<file path="src/rtl/fpnew_pkg.sv">
// Shared FP types and the result-widening helper for the non-computational writeback stages.
// Carries no state or handshake: all declarations are combinational and zero-latency.
package fpnew_pkg;

  typedef enum logic [2:0] {
    FP32    = 3'd0,
    FP64    = 3'd1,
    FP16    = 3'd2,
    FP8     = 3'd3,
    FP16ALT = 3'd4
  } fp_format_e;

  // Widest register-file word any writeback stage may request.
  localparam int unsigned MAX_WIDTH = 128;

  typedef struct packed {
    logic nv;
    logic dz;
    logic of;
    logic uf;
    logic nx;
  } status_t;

  typedef enum logic [9:0] {
    NEGINF     = 10'h001,
    NEGNORM    = 10'h002,
    NEGSUBNORM = 10'h004,
    NEGZERO    = 10'h008,
    POSZERO    = 10'h010,
    POSSUBNORM = 10'h020,
    POSNORM    = 10'h040,
    POSINF     = 10'h080,
    SNAN       = 10'h100,
    QNAN       = 10'h200
  } classmask_e;

  function automatic int unsigned fp_width(input fp_format_e fmt);
    case (fmt)
      FP32:    return 32;
      FP64:    return 64;
      FP16:    return 16;
      FP8:     return 8;
      FP16ALT: return 16;
      default: return 32;
    endcase
  endfunction

  // Bits at or above src_width take ext_bit (NaN-box / sign-extend); class results are zero-extended.
  function automatic logic [MAX_WIDTH-1:0] widen_result(
    input logic [MAX_WIDTH-1:0] result,
    input int unsigned          src_width,
    input logic                 ext_bit,
    input classmask_e           class_mask,
    input logic                 is_class
  );
    logic [MAX_WIDTH-1:0] wide;
    wide = '0;
    if (is_class) begin
      wide[9:0] = class_mask;
    end else begin
      for (int unsigned i = 0; i < MAX_WIDTH; i++) begin
        wide[i] = (i < src_width) ? result[i] : ext_bit;
      end
    end
    return wide;
  endfunction

endpackage

</file>
<file path="src/rtl/fpnew_noncomp_wb.sv">
// Widens noncomp FP results into a 2-entry skid buffer; accept in N is visible on outputs in N+1.
// in_ready_o is purely registered (low only while the skid entry is occupied); sticky fflags over retires.
module fpnew_noncomp_wb
  import fpnew_pkg::*;
#(
  parameter fp_format_e  FpFormat = FP32,
  parameter int unsigned Width    = 64,
  parameter type         TagType  = logic
) (
  input  logic                               clk_i,
  input  logic                               rst_ni,
  input  logic [fp_width(FpFormat)-1:0]      result_i,
  input  status_t                            status_i,
  input  logic                               extension_bit_i,
  input  classmask_e                         class_mask_i,
  input  logic                               is_class_i,
  input  TagType                             tag_i,
  input  logic                               in_valid_i,
  output logic                               in_ready_o,
  input  logic                               flush_i,
  output logic [Width-1:0]                   result_o,
  output status_t                            status_o,
  output TagType                             tag_o,
  output logic                               out_valid_o,
  input  logic                               out_ready_i,
  output status_t                            fflags_o,
  input  logic                               fflags_clr_i,
  output logic                               busy_o
);

  localparam int unsigned WIDTH = fp_width(FpFormat);

  if (Width < WIDTH || Width < 10 || Width > MAX_WIDTH) begin : g_bad_width
    $error("fpnew_noncomp_wb: Width must be >= source width, >= 10 and <= MAX_WIDTH");
  end

  typedef struct packed {
    logic [Width-1:0] result;
    status_t          status;
    TagType           tag;
  } entry_t;

  entry_t               main_q, skid_q, in_entry;
  logic                 main_valid_q, skid_valid_q;
  logic                 accept, retire;
  logic                 main_load, skid_load;
  logic                 main_valid_d, skid_valid_d;
  logic [MAX_WIDTH-1:0] res_pad, res_wide;
  logic                 unused_wide;
  status_t              fflags_q, fflags_d;

  always_comb begin
    res_pad              = '0;
    res_pad[WIDTH-1:0]   = result_i;
    res_wide             = widen_result(res_pad, WIDTH, extension_bit_i, class_mask_i, is_class_i);
    in_entry.result      = res_wide[Width-1:0];
    in_entry.status      = status_i;
    in_entry.tag         = tag_i;
  end

  // Only part of the widened word is kept when Width < MAX_WIDTH.
  assign unused_wide = ^res_wide;

  assign in_ready_o = ~skid_valid_q;
  assign accept     = in_valid_i & in_ready_o & ~flush_i;
  assign retire     = main_valid_q & out_ready_i;

  // Main reloads from skid when it drains; otherwise from input when it is free.
  assign main_load  = ~flush_i & (skid_valid_q ? retire : (accept & (~main_valid_q | retire)));
  assign skid_load  = ~flush_i & accept & main_valid_q & ~retire;

  assign main_valid_d = ~flush_i & ((main_valid_q & ~retire) | main_load);
  assign skid_valid_d = ~flush_i & ((skid_valid_q & ~retire) | skid_load);

  always_ff @(posedge clk_i or negedge rst_ni) begin
    if (!rst_ni) begin
      main_valid_q <= 1'b0;
      skid_valid_q <= 1'b0;
    end else begin
      main_valid_q <= main_valid_d;
      skid_valid_q <= skid_valid_d;
    end
  end

  always_ff @(posedge clk_i or negedge rst_ni) begin
    if (!rst_ni) begin
      main_q <= '0;
    end else if (main_load) begin
      main_q <= skid_valid_q ? skid_q : in_entry;
    end
  end

  always_ff @(posedge clk_i or negedge rst_ni) begin
    if (!rst_ni) begin
      skid_q <= '0;
    end else if (skid_load) begin
      skid_q <= in_entry;
    end
  end

  // A retire in a flush cycle still contributes its flags.
  assign fflags_d = (fflags_clr_i ? '0 : fflags_q) | (retire ? main_q.status : '0);

  always_ff @(posedge clk_i or negedge rst_ni) begin
    if (!rst_ni) begin
      fflags_q <= '0;
    end else begin
      fflags_q <= fflags_d;
    end
  end

  assign result_o    = main_q.result;
  assign status_o    = main_q.status;
  assign tag_o       = main_q.tag;
  assign out_valid_o = main_valid_q;
  assign fflags_o    = fflags_q;
  assign busy_o      = main_valid_q | skid_valid_q;

  skid_implies_main: assert property (@(posedge clk_i) disable iff (!rst_ni)
    skid_valid_q |-> main_valid_q);

endmodule

</file>
<file path="config.mk">
export PLATFORM = sky130hd
export DESIGN_NAME = fpnew_noncomp_wb
export DESIGN_NICKNAME = d
export VERILOG_FILES = /design/src/rtl/fpnew_pkg.sv /design/src/rtl/fpnew_noncomp_wb.sv
export SDC_FILE = /design/constraint.sdc
export NUM_CORES = 1
export LEC_CHECK = 0
export BUFFER_PORTS_ARGS = -buffer_cell sky130_fd_sc_hd__buf_2
export CORE_ASPECT_RATIO = 1.5
export CORE_UTILIZATION = 35
export CTS_BUF_LIST = sky130_fd_sc_hd__clkbuf_16
export CTS_CLUSTER_DIAMETER = 50
export DETAILED_ROUTE_END_ITERATION = 8
export GPL_ROUTABILITY_DRIVEN = 0
export PLACE_DENSITY_LB_ADDON = 0.3
export SYNTH_ARGS = -nofsm -noshare
export SYNTH_HDL_FRONTEND = slang
export SYNTH_SLANG_ARGS = --single-unit
export TNS_END_PERCENT = 20
</file>
<file path="constraint.sdc">
create_clock -name clk_i -period 2.15 [get_ports clk_i]
set_clock_uncertainty 0.1 [all_clocks]
set_input_delay 0.43 -clock clk_i [delete_from_list [all_inputs] [get_ports clk_i]]
set_output_delay 0.43 -clock clk_i [all_outputs]
set_load 0.005 [all_outputs]
</file>
======== After elaboration in Yosys (flattened, before gate mapping) ========
Index checks and enable logic that the tools add are counted.
word-level totals
  input bits .............................. 56
  bits in registers ....................... 147
  logic and storage cells ................. 48
  output and inout port bits .............. 78
cells by class
  bitwise gates (word level) .............. 21
  muxes and demuxes ....................... 6
operators with widths
  cell                number
  70-bit two-way mux  1
  54-bit two-way mux  1
  1-bit bitwise AND   12
  10-bit two-way mux  1
  5-bit two-way mux   2
  5-bit bitwise OR    1
  1-bit NOT           4
  1-bit bitwise OR    4
  1-bit two-way mux   1

======== Depth between registers and ports, before layout ========
Gate-level depths: netlist (run 1).
  depth after elaboration ................. 8
  gate-level depth with buffers ........... 6
  gate-level depth less buffers ........... 3

======== Least setup slack after synthesis (run 1) ========
No wires, ideal clock.
  path type ............................... input to register
  start point ............................. input is_class_i
  end point ............................... register skid_q[14] (netlist name)
  buffers on the path ..................... 2
  library setup time ...................... 125 ps
  cell stages on the path ................. 4
  arrival ................................. 1,392 ps
  slack ................................... 533 ps
  required time ........................... 1,925 ps
  cell sequence ........................... buf_2 buf_2 mux2_2 mux2_2
between the ends
  longest elaborated chain between the ends .. 1
RTL lines
  what                  line                    source
  start, declared       fpnew_noncomp_wb.sv:16  input logic is_class_i,
  10-bit two-way mux    fpnew_pkg.sv:58         if (is_class) begin
  end signal, assigned  fpnew_noncomp_wb.sv:97  skid_q <= in_entry;
  end, declared         fpnew_noncomp_wb.sv:43  entry_t main_q, skid_q, in_entry;
Every way passes these cells.
A chain may end at the register's enable or synchronous reset.

======== Final worst setup path (run 1) ========
  start point ............................. register skid_valid_q
  end point ............................... output in_ready_o
between the ends
  longest elaborated chain between the ends .. 1
RTL lines
  what                    line                    source
  start, declared         fpnew_noncomp_wb.sv:44  logic main_valid_q, skid_valid_q;
  start signal, assigned  fpnew_noncomp_wb.sv:81  skid_valid_q <= skid_valid_d;
  1-bit NOT               fpnew_noncomp_wb.sv:64  assign in_ready_o = ~skid_valid_q;
  end, declared           fpnew_noncomp_wb.sv:19  output logic in_ready_o,
Every way passes these cells.

==> results of run 1 <==
## sequential cells by signal, indices dropped and copies added, names as in the netlist
| signal | cells |
|---|---|
| fflags_o | 5 |
| status_o | 5 |
| skid_valid_q | 1 |
| out_valid_o | 1 |
| skid_q | 39 |
| result_o | 33 |
| tag_o | 1 |
## what timing repair did
item	4_1_cts	5_1_grt
gates resized for setup	1	0
hold buffers	1	0
endpoints found under the setup margin	1	0
hold endpoints to repair	19	0
## layer usage
metal | vias up | share of wire | global-route usage
met5 | - | 0 | 0
met4 | 0 | 0.026 | 0.0833
met3 | 14 | 0.039 | 0.0267
met2 | 73 | 0.52 | 0.246
met1 | 1339 | 0.42 | 0.170
li1 | 1319 | - | -
## worst max-delay path, stage by stage, from the launching register on
cell and delay [ps]:
dfrtp_1 470, inv_2 110, buf_6 330, buf_2 190
## power by group through the flow
stage	logic, mW	registers (mW)	clock network (mW)
5_1_grt	1.15	2.26	1.60
2_1_floorplan	0.713	2.21	0
4_1_cts	1.05	2.21	1.54
3_5_place_dp	1.05	2.23	0
6_report	1.03	2.21	1.48
3_3_place_gp	1.02	2.22	0
## path summary, 6_finish.rpt
| check | endpoint | slack, ps | cells past startpoint |
|---|---|---|---|
| max | in_ready_o | 150 | 3 |
| min | fflags_o[3]$_DFF_PN0_ | 220 | 2 |
| max reg2reg | skid_q[31]$_DFFE_PN0P_ | 350 | 4 |
| min reg2reg | skid_q[17]$_DFFE_PN0P_ | 400 | 1 |
| max in group asynchronous | result_o[2]$_DFFE_PN0P_ | 820 | 3 |
| min in group asynchronous | result_o[19]$_DFFE_PN0P_ | 520 | 2 |
## cells in the final DEF, fill, tap and decap left out, drive strengths merged
cell	instances
buf	142
o21ai	10
bufinv	1
dlygate4sd3	1
clkbuf	9
nor2b	24
inv	39
or2	2
mux2	56
a21oi	1
nor3b	1
dfrtp	85
clkinv	4
mux2i	67
nand2	10
nand3	1
nor3	2
and2	1
clkinvlp	1
## layout make-up
cell class / instances / area, sq um / area share
multi-input cells: 175 / 1630 / 0.316
well taps: 150 / 188 / 0.0365
repair buffers: 143 / 774 / 0.151
flip-flops and latches: 85 / 2130 / 0.414
clock buffers: 9 / 225 / 0.0438
clock inverters: 6 / 55.1 / 0.0107
inverters: 39 / 146 / 0.0285
## stage by stage
stage / instances / power, mW / cell area [sq um] / util
final: 607 / 4.71 / 5140 / 0.441
after global placement: 591 / 3.24 / 4850 / 0.416
after floorplan: 348 / 2.92 / 4230 / -
after detailed placement: 591 / 3.28 / 4850 / 0.416
after global routing: 607 / 5.02 / 5140 / 0.441
after CTS: 607 / 4.80 / 5140 / 0.441
## cell families (layout without fill, tap and decap cells)
family | after synthesis | count (layout) | share of synthesized area
buffers and inverters | 88 | 197 | 0.115
flip-flops | 85 | 85 | 0.503
multiplexers | 123 | 123 | 0.312
AO/OA/AOI/OAI | 11 | 11 | 0.0130
AND/OR/NAND/NOR | 41 | 41 | 0.0566
==> flow_summary.json, run 1 <==
{
  "status": "finished, final reports clean",
  "synth_top_cells_by_count": "dfrtp_1 (85), mux2i_1 (67), mux2_2 (51)",
  "ys.flop_type": "dfrtp_1",
  "crit_start": "skid_valid_q$_DFF_PN0_",
  "seqPwrFrac": 0.468,
  "critical_path_arrival_ps": 1470,
  "area_growth_pct": 21.7,
  "grt_first_pass_wirelength_mm": 13.7,
  "hold_start": "fflags_clr_i",
  "grt_max_degree": 41,
  "start_kind": "flip-flop",
  "synth-seq-cells": 85,
  "vias": 2745,
  "critPathCaptureType": "primary output",
  "io_buffers": 133,
  "drt_iter0_markers": 80,
  "r2r-start": "out_valid_o$_DFF_PN0_",
  "power.leakage_nw": 2.79,
  "num_antenna_cells": 0,
  "coreArea_sq_um": 11700,
  "setup_viol": 0,
  "ir_drop_mv": 0.387,
  "synth_area_leader_cell": "dfrtp_1",
  "holdWs_ps": 224,
  "clock-sinks": 85,
  "relSlewSlack": 0.554,
  "grt_pass1_vias": 2769,
  "nets": 509,
  "synth_top_area_share": 0.503,
  "io_pins": 134,
  "p_switching_mw": 1.26,
  "cts_buffer_depth": 2,
  "synthCells": 348,
  "drive_gt1_frac": 0.475,
  "drc": 0,
  "synth_area_leaders": "dfrtp_1 (50%), mux2i_1 (16%), mux2_2 (14%), buf_4 (6.0%), nor2b_1 (3.6%)",
  "drt-total-wl_mm": 8.52,
  "hpwl_mm": 5.91,
  "root_buffer": "clkbuf_16",
  "powerDensity_nw_per_um2": 917,
  "clk_latency_ps": 330,
  "die_h_microns": 137,
  "post_cts_buffers": 0,
  "fin_crit_sh": 0.930,
  "p_clk_frac": 0.314,
  "p_comb_frac": 0.218,
  "layout_setup_ws_ps": 151,
  "worst_slew_pin_slew_ps": 668,
  "viasPerCell": 4.52,
  "antenna_found_initial": 0,
  "ys_async_sr_fraction": 1.00,
  "final-hold-violation-count": 0,
  "hold_class": "in2reg",
  "swShare": 0.267,
  "ys_seq_area_frac": 0.503,
  "drtAntennaViolNets": 0,
  "cts_tree": "yes",
  "grt.total_usage": 0.144,
  "drv_cap": 0,
  "clkTransAtPathRegs_ps": 60,
  "p_int_mw": 3.45,
  "fillCellCount": 1121,
  "initial_utilization": 0.363,
  "syn_area_sq_um": 4230,
  "place_ws_ps": 314,
  "cts_buffers": 9,
  "synth_edf_count": 0,
  "drtPass1Iterations": 4,
  "max_freq_mhz": 500,
  "worstPathRequired_ps": 1620,
  "row_count": 48,
  "crit_fanout": 29,
  "die-area_sq_um": 12500,
  "wl_per_cell_microns": 14.0,
  "synth_nets": 404,
  "grt_overflow": 0,
  "synth_area_per_cell_sq_um": 12.1,
  "rsz0062_at_grt": "no",
  "yosysUniqueCellTypes": 20,
  "h-tree-depth": 3,
  "slew_violations": 0,
  "die_w_microns": 91.7,
  "synth.most_common_cell": "dfrtp_1",
  "yosys_warnings": 0,
  "layout_min_cycle_time_ps": 2000,
  "setup_tns_ps": 0,
  "worstSetupPathType": "reg2out"
}
No activity file was read; power rests on OpenSTA's default activity.
==> inputs of run 2 (changes only) <==
- CELL_PAD_IN_SITES_DETAIL_PLACEMENT: not set -> 1
- CELL_PAD_IN_SITES_GLOBAL_PLACEMENT: not set -> 1
==> run 2 against run 1 <==
Sequential share of layout area shrank 0.34 points. Non-clock buffer count down 2. Routed wire length rose by 7.2%. Core utilization up 0.37 points. Final area increased by 0.83%. Global-route usage rose by 0.65 points.
==> flow_summary.json, run 2 (same netlist as run 1, synthesis figures left out) <==
{
  "status": "finished, final reports clean",
  "cp_slowest_cell": "dfrtp_1",
  "initial_utilization": 0.363,
  "viasPerCell": 4.62,
  "clkTransAtPathRegs_ps": 60,
  "layout_min_cycle_time_ps": 1990,
  "setup_tns_ps": 0,
  "post_cts_buffers": 0,
  "drtAntennaViolNets": 0,
  "hold_buffers": 0,
  "grt_pass1_vias": 2917,
  "die_w_microns": 91.7,
  "worstSetupPathType": "reg2out",
  "power.leakage_nw": 2.81,
  "max_freq_mhz": 502,
  "final-hold-violation-count": 0,
  "grt_overflow": 0,
  "r2r-start": "out_valid_o$_DFF_PN0_",
  "coreArea_sq_um": 11700,
  "relSlewSlack": 0.566,
  "root_buffer": "clkbuf_16",
  "powerDensity_nw_per_um2": 937,
  "worst_slew_pin_slew_ps": 651,
  "drt-total-wl_mm": 9.13,
  "drc": 0,
  "cts_buffer_depth": 2,
  "cts_tree": "yes",
  "crit_fanout": 29,
  "wl_per_cell_microns": 15.1,
  "cts_resized": 0,
  "setup_viol": 0,
  "area_growth_pct": 22.7,
  "drv_cap": 0,
  "largest_register_ff_count": 39,
  "grt_first_pass_wirelength_mm": 14.6,
  "antenna_found_initial": 0,
  "die-area_sq_um": 12500,
  "nets": 507,
  "vias": 2797,
  "hold_class": "in2async",
  "fin_crit_sh": 0.927,
  "clock-sinks": 85,
  "num_antenna_cells": 0,
  "start_kind": "flip-flop",
  "r2r_cells": 4,
  "crit_end": "in_ready_o",
  "critical_path_arrival_ps": 1460,
  "cpPeakStageDelay_ps": 390,
  "most-common-layout-cells": "buf_2 (132), dfrtp_1 (85), mux2i_1 (67), mux2_2 (51), inv_1 (39)",
  "final_common_cell": "buf_2",
  "cts_buffers": 9,
  "die_h_microns": 137,
  "cp_cell_sequence": "buf_4, inv_2, buf_12, buf_2",
  "clk_latency_ps": 330,
  "critPathCaptureType": "primary output",
  "postLayoutCoreUtil": 0.445,
  "rsz0062_at_grt": "no",
  "io_pins": 134,
  "drtPass1Iterations": 4,
  "worstPathRequired_ps": 1620,
  "rrSetupSlack_ps": 410,
  "drive_gt1_frac": 0.474,
  "grt_max_degree": 47,
  "row_count": 48,
  "crit_start": "skid_valid_q$_DFF_PN0_",
  "hpwl_mm": 6.25,
  "reg2reg_to": "result_o[4]$_DFFE_PN0P_",
  "ir_drop_mv": 0.472,
  "h-tree-depth": 3,
  "io_buffers": 133,
  "drt_iter0_markers": 70,
  "slew_violations": 0,
  "grt.total_usage": 0.151,
  "top_register": "skid_q"
}
run 2: how the worst min path moves through the flow:
stage / slack [ps] / cells past startpoint / end / start
after global routing: 60 / 1 / skid_q[15]$_DFFE_PN0P_ / rst_ni
after CTS: 40 / 1 / result_o[9]$_DFFE_PN0P_ / rst_ni
final: 20 / 1 / result_o[9]$_DFFE_PN0P_ / rst_ni
after floorplan: 30 / 0 / fflags_o[0]$_DFF_PN0_ / rst_ni
after global placement: 380 / 1 / skid_q[4]$_DFFE_PN0P_ / skid_q[4]$_DFFE_PN0P_
after detailed placement: 390 / 1 / skid_q[15]$_DFFE_PN0P_ / rst_ni
run 2: area by class of cell:
cell class,instances,area (sq um)
fillers,1309,6470
flip-flops and latches,85,2130
multi-input cells,175,1630
repair buffers,141,791
clock buffers,9,225
well taps,150,188
inverters,39,146
clock inverters,7,81.3
run 2: report_power, final:
part	total, mW	internal [mW]	switching [mW]	leakage, nW
Clock	1.60	1.00	0.600	0.155
Combinational	1.05	0.598	0.455	1.59
Sequential	2.20	1.98	0.221	1.07
run 2: layer usage:
| metal | global-route usage | routed length, microns | up-vias |
|---|---|---|---|
| met5 | 0 | 0 | - |
| met4 | 0.0486 | 106 | 0 |
| met3 | 0.0344 | 498 | 8 |
| met2 | 0.276 | 4780 | 91 |
| met1 | 0.173 | 3750 | 1386 |
| li1 | - | - | 1312 |
run 2: worst max-delay path: cells and delay by family, from the launching register on:
| kind | cells | cell delay (ps) |
|---|---|---|
| flops | 1 | 390 |
| buf+inv | 4 | 720 |
run 2: stage by stage:
stage	instance area (sq um)	setup WS [ps]	std cells	power, mW	hold slack (ps)
6_report	5180	157	606	4.86	17.8
5_1_grt	5180	99.7	606	5.16	61.9
4_1_cts	5180	137	606	4.94	39.6
3_5_place_dp	4880	324	590	3.31	391
3_3_place_gp	4880	393	590	3.25	381
2_1_floorplan	4230	533	348	2.92	34.4
==> inputs of run 3 (changes only) <==
- CORE_UTILIZATION: 35 -> 40
- RECOVER_POWER: not set -> 100
==> run 3 against run 2 <==
Combinational power is 4% lower. Core utilization rose by 5.5 points. Clock-buffer cell count unchanged. Final cell count down 1.2%. Highest routed layer unchanged.
==> flow_summary.json, run 3 (same netlist as run 1, synthesis figures left out) <==
{
  "status": "finished, final reports clean",
  "die_w_microns": 85.9,
  "io_buffers": 133,
  "area_growth_pct": 20.5,
  "final_common_cell": "buf_2",
  "hold_class": "in2reg",
  "drc": 0,
  "h-tree-depth": 3,
  "hold_buffers": 1,
  "io_pins": 134,
  "top_register": "skid_q",
  "cts_tree": "yes",
  "clock-sinks": 85,
  "largest_register_ff_count": 39,
  "rrSetupSlack_ps": 150,
  "r2r-start": "skid_valid_q$_DFF_PN0_",
  "reg2reg_to": "status_o[0]$_DFFE_PN0P_",
  "cp_slowest_cell": "dfrtp_1",
  "rsz0062_at_grt": "no",
  "start_kind": "flip-flop",
  "grt_overflow": 0,
  "die-area_sq_um": 11000,
  "postLayoutCoreUtil": 0.500,
  "setup_tns_ps": 0,
  "max_freq_mhz": 494,
  "slew_violations": 0,
  "power.leakage_nw": 2.70,
  "most-common-layout-cells": "buf_2 (105), dfrtp_1 (85), mux2i_1 (67), mux2_2 (50), inv_1 (40)",
  "cts_buffer_depth": 2,
  "clk_latency_ps": 340,
  "coreArea_sq_um": 10200,
  "worstPathRequired_ps": 1620,
  "final-hold-violation-count": 0,
  "hpwl_mm": 6.92,
  "post_cts_buffers": 0,
  "cp_cell_sequence": "inv_2, clkbuf_4, buf_2",
  "grt_first_pass_wirelength_mm": 16.1,
  "cpPeakStageDelay_ps": 490,
  "worst_slew_pin_slew_ps": 899,
  "grt_pass1_vias": 3184,
  "num_antenna_cells": 0,
  "drt-total-wl_mm": 9.76,
  "vias": 2849,
  "cts_resized": 0,
  "grt.total_usage": 0.193,
  "initial_utilization": 0.415,
  "hold_start": "flush_i",
  "relSlewSlack": 0.401,
  "critical_path_arrival_ps": 1490,
  "fin_crit_sh": 0.941,
  "antenna_found_initial": 0,
  "drv_cap": 0,
  "row_count": 45,
  "powerDensity_nw_per_um2": 953,
  "min_to": "skid_valid_q$_DFF_PN0_",
  "viasPerCell": 4.76,
  "fillCellCount": 1114,
  "drtAntennaViolNets": 0,
  "wl_per_cell_microns": 16.3,
  "holdPathStages": 2,
  "drt_iter0_markers": 99,
  "drtPass1Iterations": 3,
  "ir_drop_mv": 0.460,
  "multi_input_area_sq_um": 1590,
  "layout_min_cycle_time_ps": 2020,
  "root_buffer": "clkbuf_16",
  "regArea_sq_um": 2130,
  "drive_gt1_frac": 0.400,
  "critPathCaptureType": "primary output",
  "crit_fanout": 16,
  "cts_buffers": 9,
  "nets": 509,
  "clkTransAtPathRegs_ps": 60,
  "setup_viol": 0,
  "worstSetupPathType": "reg2out",
  "grt_max_degree": 41,
  "r2r_cells": 4,
  "die_h_microns": 128
}
-- run 3: cell types whose count changed in the layout (fill, tap and decap cells not counted), sizes merged --
cell,delta
buf,-29
clkbuf,+30
clkinv,-1
dlygate4sd3,+1
inv,+1
-- run 3: worst max-delay path: cells and delay by family, from the launching register on --
kind	cells	cell delay (ps)
buf+inv	3	660
flops	1	490
-- run 3: power breakdown --
group | leakage (nW) | internal [mW] | switching, mW
combinational | 1.46 | 0.549 | 0.463
clock | 0.162 | 1.00 | 0.621
sequential | 1.07 | 1.98 | 0.238
-- run 3: how the worst max path moves through the flow --
stage,depth (start not counted),slack (ps),end,start
after floorplan,4,530,skid_q[14]$_DFFE_PN0P_,is_class_i
after global placement,4,370,result_o[7]$_DFFE_PN0P_,skid_valid_q$_DFF_PN0_
after detailed placement,4,310,result_o[7]$_DFFE_PN0P_,skid_valid_q$_DFF_PN0_
after CTS,3,150,in_ready_o,skid_valid_q$_DFF_PN0_
after global routing,3,50,in_ready_o,skid_valid_q$_DFF_PN0_
final,3,130,in_ready_o,skid_valid_q$_DFF_PN0_
-- run 3: cell type report --
cell class / instances / area share
Clock buffer: 9 / 0.0442
Clock inverter: 7 / 0.0162
Inverter: 39 / 0.0287
Multi-Input combinational cell: 175 / 0.312
Sequential cell: 85 / 0.418
Tap cell: 141 / 0.0346
Timing Repair Buffer: 143 / 0.146
-- run 3: per-layer routing --
metal	vias to the layer above	track usage	wire length, microns
met3	15	0.0464	492
met5	-	0	0
li1	1322	-	-
met4	0	0.0784	160
met2	93	0.343	5210
met1	1419	0.219	3900
-- run 3: metrics by stage --
stage	cells	cell area [sq um]	hold slack (ps)	power, mW	setup WS (ps)
after floorplan	348	4230	34.4	2.92	533
after global placement	582	4860	316	3.24	371
after global routing	599	5090	199	5.12	54.1
after detailed placement	582	4860	315	3.33	308
after CTS	599	5180	229	4.98	151
final	599	5090	200	4.85	127
